==> src/rtl/regfile_wb_sink.sv <==
// ---------------------------------------------------------------------------
// regfile_wb_sink
//
// General-purpose register file fed by the writeback stage. It provides one
// write port (we/waddr/wdata) and two combinational read ports for decode.
// A write is forwarded to a matching reader in the same cycle. x0 always
// reads as zero. After reset, a sequential clear engine zeroes one entry per
// ready cycle. It holds init_busy high until every entry has been cleared.
//
// Parameters
//   DATA_W   register width
//   ADDR_W   register address width
//   NREGS    number of entries, must equal 1 << ADDR_W
//
// Ports
//   clk        clock, rising edge
//   rst        synchronous active-high reset (restarts the clear sweep)
//   rdy        global ready; 0 freezes every piece of state
//   we         writeback write enable
//   waddr      writeback destination register
//   wdata      writeback data
//   re1/re2    read port enables
//   raddr1/2   read port addresses
//   rdata1/2   read port data (combinational)
//   init_busy  registered; high while the clear engine runs
// ---------------------------------------------------------------------------
module regfile_wb_sink #(
  parameter int DATA_W = 32,
  parameter int ADDR_W = 5,
  parameter int NREGS  = 32
) (
  input  logic              clk,
  input  logic              rst,
  input  logic              rdy,
  input  logic              we,
  input  logic [ADDR_W-1:0] waddr,
  input  logic [DATA_W-1:0] wdata,
  input  logic              re1,
  input  logic [ADDR_W-1:0] raddr1,
  output logic [DATA_W-1:0] rdata1,
  input  logic              re2,
  input  logic [ADDR_W-1:0] raddr2,
  output logic [DATA_W-1:0] rdata2,
  output logic              init_busy
);

  typedef enum logic {
    S_INIT = 1'b0,
    S_RUN  = 1'b1
  } state_t;

  localparam logic [ADDR_W-1:0] LAST_IDX = ADDR_W'(NREGS - 1);

  state_t            state;
  logic [ADDR_W-1:0] clr_idx;
  logic [DATA_W-1:0] mem [NREGS];

  logic run;
  logic wr_fire;

  // Read-port selection: disabled port, x0 and INIT all read as zero.
  // A live write to the same nonzero register is forwarded (bypass).
  function automatic logic [DATA_W-1:0] sel_read(
    input logic              en,
    input logic [ADDR_W-1:0] ra,
    input logic [DATA_W-1:0] stored,
    input logic              in_run,
    input logic              fire,
    input logic [ADDR_W-1:0] wa,
    input logic [DATA_W-1:0] wd
  );
    logic [DATA_W-1:0] r;
    r = '0;
    if (in_run && en && (ra != '0)) begin
      if (fire && (wa == ra)) r = wd;
      else                    r = stored;
    end
    return r;
  endfunction

  assign run     = (state == S_RUN);
  // Accepted write in RUN; x0 writes are dropped here, which also keeps the
  // bypass from ever forwarding to address 0.
  assign wr_fire = run && rdy && we && (waddr != '0);

  // Control: FSM, clear index and stall flag. Reset applies only here;
  // the array itself is cleared by the INIT sweep.
  always_ff @(posedge clk) begin
    if (rst) begin
      state     <= S_INIT;
      clr_idx   <= '0;
      init_busy <= 1'b1;
    end else if (rdy) begin
      case (state)
        S_INIT: begin
          clr_idx <= clr_idx + ADDR_W'(1);
          if (clr_idx == LAST_IDX) begin
            state     <= S_RUN;
            init_busy <= 1'b0;
          end
        end
        S_RUN: begin
          state     <= S_RUN;
          init_busy <= 1'b0;
        end
        default: begin
          state     <= S_INIT;
          clr_idx   <= '0;
          init_busy <= 1'b1;
        end
      endcase
    end
  end

  // Array: sweep clear during INIT, writeback writes during RUN. Nothing is
  // written in a reset cycle or while rdy is low.
  always_ff @(posedge clk) begin
    if (!rst && rdy) begin
      if (!run)         mem[clr_idx] <= '0;
      else if (wr_fire) mem[waddr]   <= wdata;
    end
  end

  always_comb begin
    rdata1 = sel_read(re1, raddr1, mem[raddr1], run, wr_fire, waddr, wdata);
    rdata2 = sel_read(re2, raddr2, mem[raddr2], run, wr_fire, waddr, wdata);
  end

endmodule

==> config.mk <==
export PLATFORM = sky130hd
export DESIGN_NAME = regfile_wb_sink
export DESIGN_NICKNAME = d
export VERILOG_FILES = /design/src/rtl/regfile_wb_sink.sv
export SDC_FILE = /design/constraint.sdc
export NUM_CORES = 1
export LEC_CHECK = 0
export BUFFER_PORTS_ARGS = -buffer_cell sky130_fd_sc_hd__buf_2
export CAP_MARGIN = 10
export CELL_PAD_IN_SITES_DETAIL_PLACEMENT = 0
export CELL_PAD_IN_SITES_GLOBAL_PLACEMENT = 1
export CORE_AREA = 2 2 314 316
export CTS_CLUSTER_SIZE = 30
export DETAILED_ROUTE_END_ITERATION = 12
export DIE_AREA = 0 0 316 318
export MAX_ROUTING_LAYER = met4
export PLACE_DENSITY = 0.87
export RECOVER_POWER = 25
export SYNTH_ARGS = -nofsm -noshare
export SYNTH_HDL_FRONTEND = slang
export SYNTH_SLANG_ARGS = --single-unit
export TNS_END_PERCENT = 30
==> constraint.sdc <==
create_clock -name clk -period 3.2 [get_ports clk]
set_input_delay 0.32 -clock clk [delete_from_list [all_inputs] [get_ports clk]]
set_output_delay 0.32 -clock clk [all_outputs]
set_load 0.03 [all_outputs]
# Word-level counts from Yosys, hierarchy flattened
# Memory sizes are Yosys's and may differ from the RTL's.
# Cells that the tools add are included.
# W data, S select, Z words.
[word_totals] in_bits=53 mem_bits_rw=1024 register_bits=7 n_memories=1
[memory_table] name="mem" words=32 width=32 rd=2 rd_ports_with_merged_regs=0 wr=1 line_no="56" rtl="logic [DATA_W-1:0] mem [NREGS];"
[op_classes] n_reduce_logical=17 bitwise=1 n_eq_ne=4 add_sub_neg=1 muxes=18
[ops] operator="$mux W32" n=5
[ops] operator="$reduce_or A32 Y1" n=1
[ops] operator="$reduce_bool A5 Y1" n=3
[ops] operator="$eq A5 B5 Y1" n=2
[ops] operator="$logic_and A1 B1 Y1" n=10
[ops] operator="$mux W1" n=10
[ops] operator="$add A5 B1 Y5 const B" n=1
[ops] operator="$eq A5 B5 Y1 const B" n=1
[ops] operator="$mux W5" n=1
[ops] operator="$pmux W1 S2" n=2
[ops] operator="$reduce_and A2 Y1" n=2
[ops] operator="$ne A2 B2 Y1 const B" n=1
[ops] operator="$logic_not A1 Y1" n=1
[ops] operator="$not A1 Y1" n=1

# Longest topological paths before layout
# Gate-level depths: netlist (run 1).
[logic_depth] ltp_word=9 depth_mapped=9

# Worst setup path after synthesis (run 1)
# OpenSTA, ideal clock, no wires.
[synth_timing] kind="input to register" startpoint="input port waddr[0]" endpoint="memory mem[18][0] (enable)" t_required_ns=2.779 arrival_ns=3.044 setup_time_ns=0.421 setup_slack_ns=-0.266 stages=7 cell_sequence="clkbuf_2 -> nor3_1 -> a211oi_2 -> clkbuf_1 -> mux2i_1 -> nand2_1 -> nor2_1"
[synth_between] elab_chain_len=8 elab_cells_between_ends=9 classes_between="mux: 6; reduce/logical: 3"
[synth_lines] element="from (decl)" line_no="36" rtl="input logic [ADDR_W-1:0] waddr,"
[synth_lines] element="$reduce_bool A5 Y1" line_no="84" rtl="assign wr_fire = run && rdy && we && (waddr != '0);"
[synth_lines] element="$logic_and A1 B1 Y1" line_no="84"
[synth_lines] element="$mux W1" line_no="120" rtl="else if (wr_fire) mem[waddr] <= wdata;"
[synth_lines] element="$mux W1" line_no="119" rtl="if (!run) mem[clr_idx] <= '0;"
[synth_lines] element="$mux W1" line_no="118" rtl="if (!rst && rdy) begin"
[synth_lines] element="$mux W1 (implied by the code)" line_no="120"
[synth_lines] element="$reduce_or A32 Y1 (no source line)"
[synth_lines] element="$mux W5 (no source line) or $mux W1 (tied branches)"
[synth_lines] element="to (decl)" line_no="56"
# Parallel ways exist; a longest one is shown, timed or not.

# Final worst setup path (run 1)
[layout_timing] startpoint="register state, in the netlist run" endpoint="output port rdata2[23]"
[layout_between] elab_chain_len=6 elab_cells_between_ends=8 classes_between="mux: 2; reduce/logical: 6"
[layout_lines] element="from (decl)" line_no="54" rtl="state_t state;"
[layout_lines] element="from (signal assigned)" line_no="90" rtl="state <= S_INIT;"
[layout_lines] element="from (signal assigned)" line_no="98" rtl="state <= S_RUN;"
[layout_lines] element="from (signal assigned)" line_no="103" rtl="state <= S_RUN;"
[layout_lines] element="$logic_and A1 B1 Y1 (3 in a row)" line_no="84"
[layout_lines] element="$logic_and A1 B1 Y1" line_no="75" rtl="if (fire && (wa == ra)) r = wd;"
[layout_lines] element="$mux W32" line_no="75"
[layout_lines] element="$mux W32 (*)" line_no="74" rtl="if (in_run && en && (ra != '0)) begin"
[layout_lines] element="to (decl)" line_no="43" rtl="output logic [DATA_W-1:0] rdata2,"
# Mark *: on every way between the ends. The rest lies on a longest branch, timed or not.

==> results of run 1 <==
registers in the layout, summed over array words and instances, names as in the netlist:
signal	cells
clr_idx	5
run	1
init_busy	1
mem	1024
worst paths after layout:
check	endpoint	slack (ns)	cells past startpoint
worst max-delay path	rdata2[23]	0.004	9
worst min-delay path	clr_idx[1]	0.13	4
worst max register to register	mem[8][9]	0.36	7
worst min register to register	init_busy	0.46	1
tightest hold or removal path, cell delays in order:
cell,delay [ns]
buf_2,0.12
nand2b_1,0.15
nand2_1,0.11
a21oi_1,0.06
cell families (layout without fill, tap and decap cells):
kind of cell	count (synthesis)	after routing	share of synthesized area, %
DFF	1031	1031	64.1
buffers and inverters	211	490	2.12
muxes	614	614	25.2
other	0	3	0
adders and majority gates	2	2	0.0519
xor gates and xnor gates	13	13	0.236
AOI/OAI and AO/OA	400	400	6.30
and+or+nand+nor	189	189	1.97
repair_timing:
action,in CTS,in global routing
endpoints found under the hold margin,7,0
hold buffers,3,0
setup buffers,0,2
resized for setup,1,6
cloned,0,3
endpoints found under the setup margin,28,31
pin swaps,2,5
routing by layer:
metal	wire [um]	track usage [%]	vias up
met2	70700	45.8	2503
met5	0	-	-
met1	48200	37.2	15100
met3	19200	7.49	606
met4	9220	15.7	0
li1	-	-	11200
power by group through the flow:
stage               Sequential [mW]  Combinational, mW  Clock [mW]
floorplan                      15.0               1.05           0
global placement               15.0               1.60           0
detailed placement             15.0               1.63           0
CTS                            14.7               1.65        12.8
global route                   14.7               1.73        13.3
finish                         14.7               1.68        12.7
Yosys cell counts, types with 7 or more instances:
cell type / number
dfxtp_1: 7
buf_2: 42
a221o_1: 31
buf_6: 15
a221oi_1: 64
nor2_1: 42
xnor2_1: 11
and2_1: 36
clkbuf_1: 116
buf_4: 17
mux2i_1: 132
a21oi_1: 67
edfxtp_1: 1024
and3_1: 34
o21bai_1: 32
nand2_1: 52
a211o_1: 33
nor2b_1: 7
buf_1: 16
mux4_2: 480
a22oi_1: 160
cell type report:
| cell class | instances | area share [%] |
|---|---|---|
| clock inverter | 60 | 1.52 |
| multi-input combinational | 1218 | 29.9 |
| inverter | 4 | 0.0269 |
| antenna | 3 | 0.0135 |
| tap | 1287 | 2.89 |
| sequential | 1031 | 55.4 |
| clock buffer | 126 | 4.84 |
| timing repair buffer | 300 | 5.34 |
==> run_results.csv, run 1 <==
group,metric,value,unit
run_status,status,"complete, no violations",
global_routing,grt_max_degree,56,
sta,finalSetupViolCount,0,
finish,multiInputGateArea,16700,um2
place,place_area,52000,um2
place,portBuffers,117,
power_and_ir_drop,power_frac_clock,43.8,%
power_and_ir_drop,power.total,29.1,mW
floorplan,die-area,100000,um2
setup_path,critPathTopFamily,"compound AO/OA/AOI/OAI gates",
logic_synthesis,ys_seq_elements,1031,
logic_synthesis,synth_top_area_share,63.8,%
sta,finalWorstSetupSlack,0.00435,ns
power_and_ir_drop,p_per_area,522,nW/um2
setup_path,crit_start,"run",
clock_tree,cts_tree,"yes",
route,num_vias,29400,
clock_tree,clock-sinks,1031,
route,wl_per_cell,36.6,um
setup_path,path_class,"reg -> out",
global_routing,antenna_found_initial,5,
setup_path,cp_max_fo,16,
route,ant_nets,0,
worst_hold_path,min_from,"rdy",
setup_path,setup.worst_path.start_class,"flip-flop",
finish,fillers,6845,
finish,final_common_cell,"edfxtp_1",
setup_path,crit_path_top_delay_cell,"a211o_1",
clock_tree,cts_buffer_depth,3,
route,viasPerCell,7.30,
finish,final_cell_count_no_fill,4029,
place,dp.cells,3832,
setup_path,timing.critical_path.mode_cell,"buf_12",
clock_tree,clk_pin_slew,0.07,ns
floorplan,initial_core_util,49.5,%
finish,syn_to_final_growth,15.6,%
floorplan,fp.dieW,316,um
logic_synthesis,netlist.top_cell.by_area,"edfxtp_1",
clock_tree,cts_made_buffers,100,
logic_synthesis,synth_fp_nets,2515,
setup_path,crit_chain,"nand3_2 > a21o_1 > buf_4 > o311ai_4 > buf_12 > buf_12 > a21oi_1 > a211o_1 > buf_2",
sta,hold_viol,0,
place,dpl_worst_slack,0.173,ns
floorplan,die_h,318,um
worst_hold_path,hp-class,"in -> reg",
setup_path,slowest_delay,0.38,ns
power_and_ir_drop,power.switching,6.19,mW
floorplan,core_area,97400,um2
finish,nNetsFinal,2710,
logic_synthesis,synth_edf_count,1024,
clock_tree,cts-root-buf,"clkbuf_16",
flow_run,cap_violations,0,
logic_synthesis,syn_area,48200,um2
clock_tree,htree_levels,3,
logic_synthesis,avgSynthCellArea,19.6,um2
finish,drive_gt1_share,35.8,%
sta,fin_skew,0.0276,ns
global_routing,grt_pass1_vias,30300,
finish,seqCellArea,30900,um2
power_and_ir_drop,ir_drop,0.500,mV
logic_synthesis,ys_seq_area_share,64.1,%
sta,fmax,313,MHz
sta,fin_crit,3.20,ns
global_routing,grt_pass1_wl,210,mm
route,dr.first_iter.drc_count,4238,
route,drt-total-wl,147,mm
finish,layout_common_cells,"1024 x edfxtp_1, 480 x mux4_2, 160 x a22oi_1",
power_and_ir_drop,seq_power_share,50.5,%
setup_path,crit_buf_inv,4,
power_and_ir_drop,pwr-share-comb,5.8,%
sta,min_period_over_period,99.9,%
power_and_ir_drop,p_leak,19.3,nW
place,dp_hpwl,86.4,mm
route,firstDrtPassIters,5,
logic_synthesis,synth_area_leaders,"edfxtp_1 64%, mux4_2 22%, mux2i_1 2.7%, a22oi_1 2.5%, a221oi_1 1.2%",
sta,fin_setup_tns,0,ns
logic_synthesis,synth_warnings,0,
floorplan,placementRows,115,
global_routing,track_usage,30.0,%
logic_synthesis,synthArstFlopShare,0,%
sta,slew_headroom,20.4,%
setup_path,cp_data_arrival_time,2.88,ns
place,gp_congestion,0.945,
clock_tree,insertion_delay,0.70,ns
setup_path,cp-end-kind,"primary output",
sta,worst_pin_slew,1.19,ns
setup_path,critPathRequiredTime,2.88,ns
logic_synthesis,yosys_most_used_dff,"edfxtp_1",
power_and_ir_drop,p_int,22.9,mW
logic_synthesis,syn_inst,2460,
logic_synthesis,yosysUniqueCellTypes,44,
finish,final_core_util,57.2,%
sta,holdWs,0.133,ns
floorplan,io_pins,118,
global_routing,grt-ovfl-total,0,
finish,fin_area,55700,um2
power_and_ir_drop,switching_share,21.3,%
sta,slew_violations,0,
route,post-route-drc-count,0,
setup_path,rr_startpoint,"run",
Power figures use the tool's default switching activity.
==> run 2, diff against run 1 <==
==> constraint.sdc (replaced) <==
create_clock -name clk -period 2.9 [get_ports clk]
set_input_delay 0.29 -clock clk [delete_from_list [all_inputs] [get_ports clk]]
set_output_delay 0.29 -clock clk [all_outputs]
set_load 0.03 [all_outputs]
==> run 2 against run 1 <==
  * The run now ends with setup timing left
  * Register-to-register slack better by 0.02 ns
  * Sequential cell count unchanged
  * Power up 7.7%
==> run_results.csv, run 2 (synthesized netlist as in run 1, its figures left out) <==
group,metric,value,unit
sta,slew_violations,0,
sta,rsz0062_at_grt,"yes",
setup_path,cp_data_arrival_time,2.73,ns
floorplan,placementRows,115,
finish,multiInputGateArea,17100,um2
sta,fin_skew,0.0267,ns
clock_tree,cts_made_buffers,103,
sta,fin_crit,3.02,ns
run_status,violations,"setup timing",
route,viasPerCell,7.16,
setup_path,r2r_cells,8,
floorplan,io_pins,118,
finish,largest_reg_flops,1024,
floorplan,core_area,97400,um2
clock_tree,cts-root-buf,"clkbuf_16",
setup_path,cp-end-kind,"primary output",
global_routing,grt_pass1_wl,214,mm
setup_path,crit_end,"rdata2[6]",
setup_path,critPathRequiredTime,2.61,ns
setup_path,cp_max_fo,8,
flow_run,cap_violations,0,
place,portBuffers,117,
finish,largestRegisters,"mem x1024, clr_idx x5",
floorplan,initial_core_util,49.5,%
route,dr.first_iter.drc_count,4619,
route,drt-total-wl,149,mm
finish,seqCellArea,30900,um2
setup_path,setup.worst_path.start_class,"flip-flop",
setup_path,path_class,"reg -> out",
global_routing,grt_max_degree,44,
clock_tree,insertion_delay,0.70,ns
setup_path,rr_startpoint,"run",
clock_tree,htree_levels,3,
finish,fillers,6585,
power_and_ir_drop,p_per_area,544,nW/um2
finish,top_register,"mem",
power_and_ir_drop,power.total,31.3,mW
floorplan,die_h,318,um
power_and_ir_drop,p_leak,19.9,nW
clock_tree,cts_tree,"yes",
global_routing,antenna_found_initial,3,
route,firstDrtPassIters,5,
route,ant_nets,0,
worst_hold_path,hp-class,"in -> reg",
clock_tree,clock-sinks,1031,
power_and_ir_drop,ir_drop,0.500,mV
global_routing,grt_pass1_vias,30600,
route,num_vias,29700,
global_routing,track_usage,30.6,%
sta,worst_pin_slew,0.668,ns
finish,nNetsFinal,2830,
finish,final_common_cell,"edfxtp_1",
setup_path,crit_start,"run",
clock_tree,clk_pin_slew,0.06,ns
floorplan,fp.dieW,316,um
sta,fin_setup_tns,-3.10,ns
sta,hold_viol,0,
finish,layout_common_cells,"1024 x edfxtp_1, 480 x mux4_2, 187 x buf_4",
run_status,status,"complete, but fails checks",
setup_path,regToRegSetupSlack,0.38,ns
route,post-route-drc-count,0,
sta,finalWorstSetupSlack,-0.121,ns
setup_path,reg2reg_to,"mem[7][17]",
finish,drive_gt1_share,40.3,%
finish,syn_to_final_growth,19.5,%
clock_tree,cts_buffer_depth,3,
sta,finalSetupViolCount,53,
sta,min_period_over_period,104,%
route,wl_per_cell,35.8,um
floorplan,die-area,100000,um2
sta,fmax,331,MHz
sta,slew_headroom,55.5,%
global_routing,grt-ovfl-total,0,
place,dp_hpwl,88.7,mm
place,gp_congestion,0.943,
==> run 2: routing by layer <==
layer	vias up	wire [um]	track usage, %
li1	11400	-	-
met1	15300	49100	38.9
met2	2445	70600	45.9
met3	535	19600	7.09
met4	0	9240	16.5
met5	-	0	-
==> run 2: how the worst min path moves through the flow <==
stage | start | end | slack, ns | cells past startpoint
detailed placement | init_busy | init_busy | 0.46 | 1
CTS | rdy | clr_idx[4] | 0.05 | 4
finish | rdy | clr_idx[4] | 0.09 | 4
floorplan | rdy | run | 0.43 | 2
global route | rdy | clr_idx[4] | 0.13 | 4
global placement | init_busy | init_busy | 0.43 | 1
==> run 2: through the flow <==
stage          instance area, um2  instances  util, %  hold slack, ns  setup slack (ns)
6_report                    57600       4150     59.1          0.0947            -0.121
2_1_floorplan               48200       2460        -           0.431            -0.519
3_5_place_dp                53000       3924     54.4           0.455            -0.190
3_3_place_gp                53000       3924     54.4           0.431            -0.123
5_1_grt                     57600       4150     59.1           0.135            -0.136
4_1_cts                     57300       4140     58.8          0.0487            -0.126
==> run 2: cell type report <==
class                      instances  share of cell area (%)
sequential                      1031                    53.6
tap                             1287                    2.80
clock inverter                    61                    1.09
antenna                            2                 0.00869
inverter                           4                  0.0261
clock buffer                     130                    4.69
multi-input combinational       1218                    29.7
timing repair buffer             417                    8.08
==> run 2: power breakdown <==
part,internal [mW],total (mW),switching [mW]
Combinational,0.839,1.95,1.11
Clock,7.43,13.2,5.75
Sequential,16.2,16.2,0.0236
==> run 2: worst max-delay path, stage by stage (launching register included) <==
cell and delay, ns:
dfxtp_2 0.34, nand3_2 0.07, a21o_1 0.20, buf_6 0.15, o311ai_4 0.31, buf_6 0.22, buf_16 0.19, a21oi_1 0.11
a211o_1 0.31, buf_6 0.14
==> run 2: repair_timing <==
item / 4_1_cts / 5_1_grt
hold buffers: 3 / 0
endpoints found under the setup margin: 64 / 64
pin swaps: 23 / 23
buffers inserted: 15 / 9
gates resized for setup: 171 / 49
endpoints found under the hold margin: 7 / 0
cloned: 7 / 0
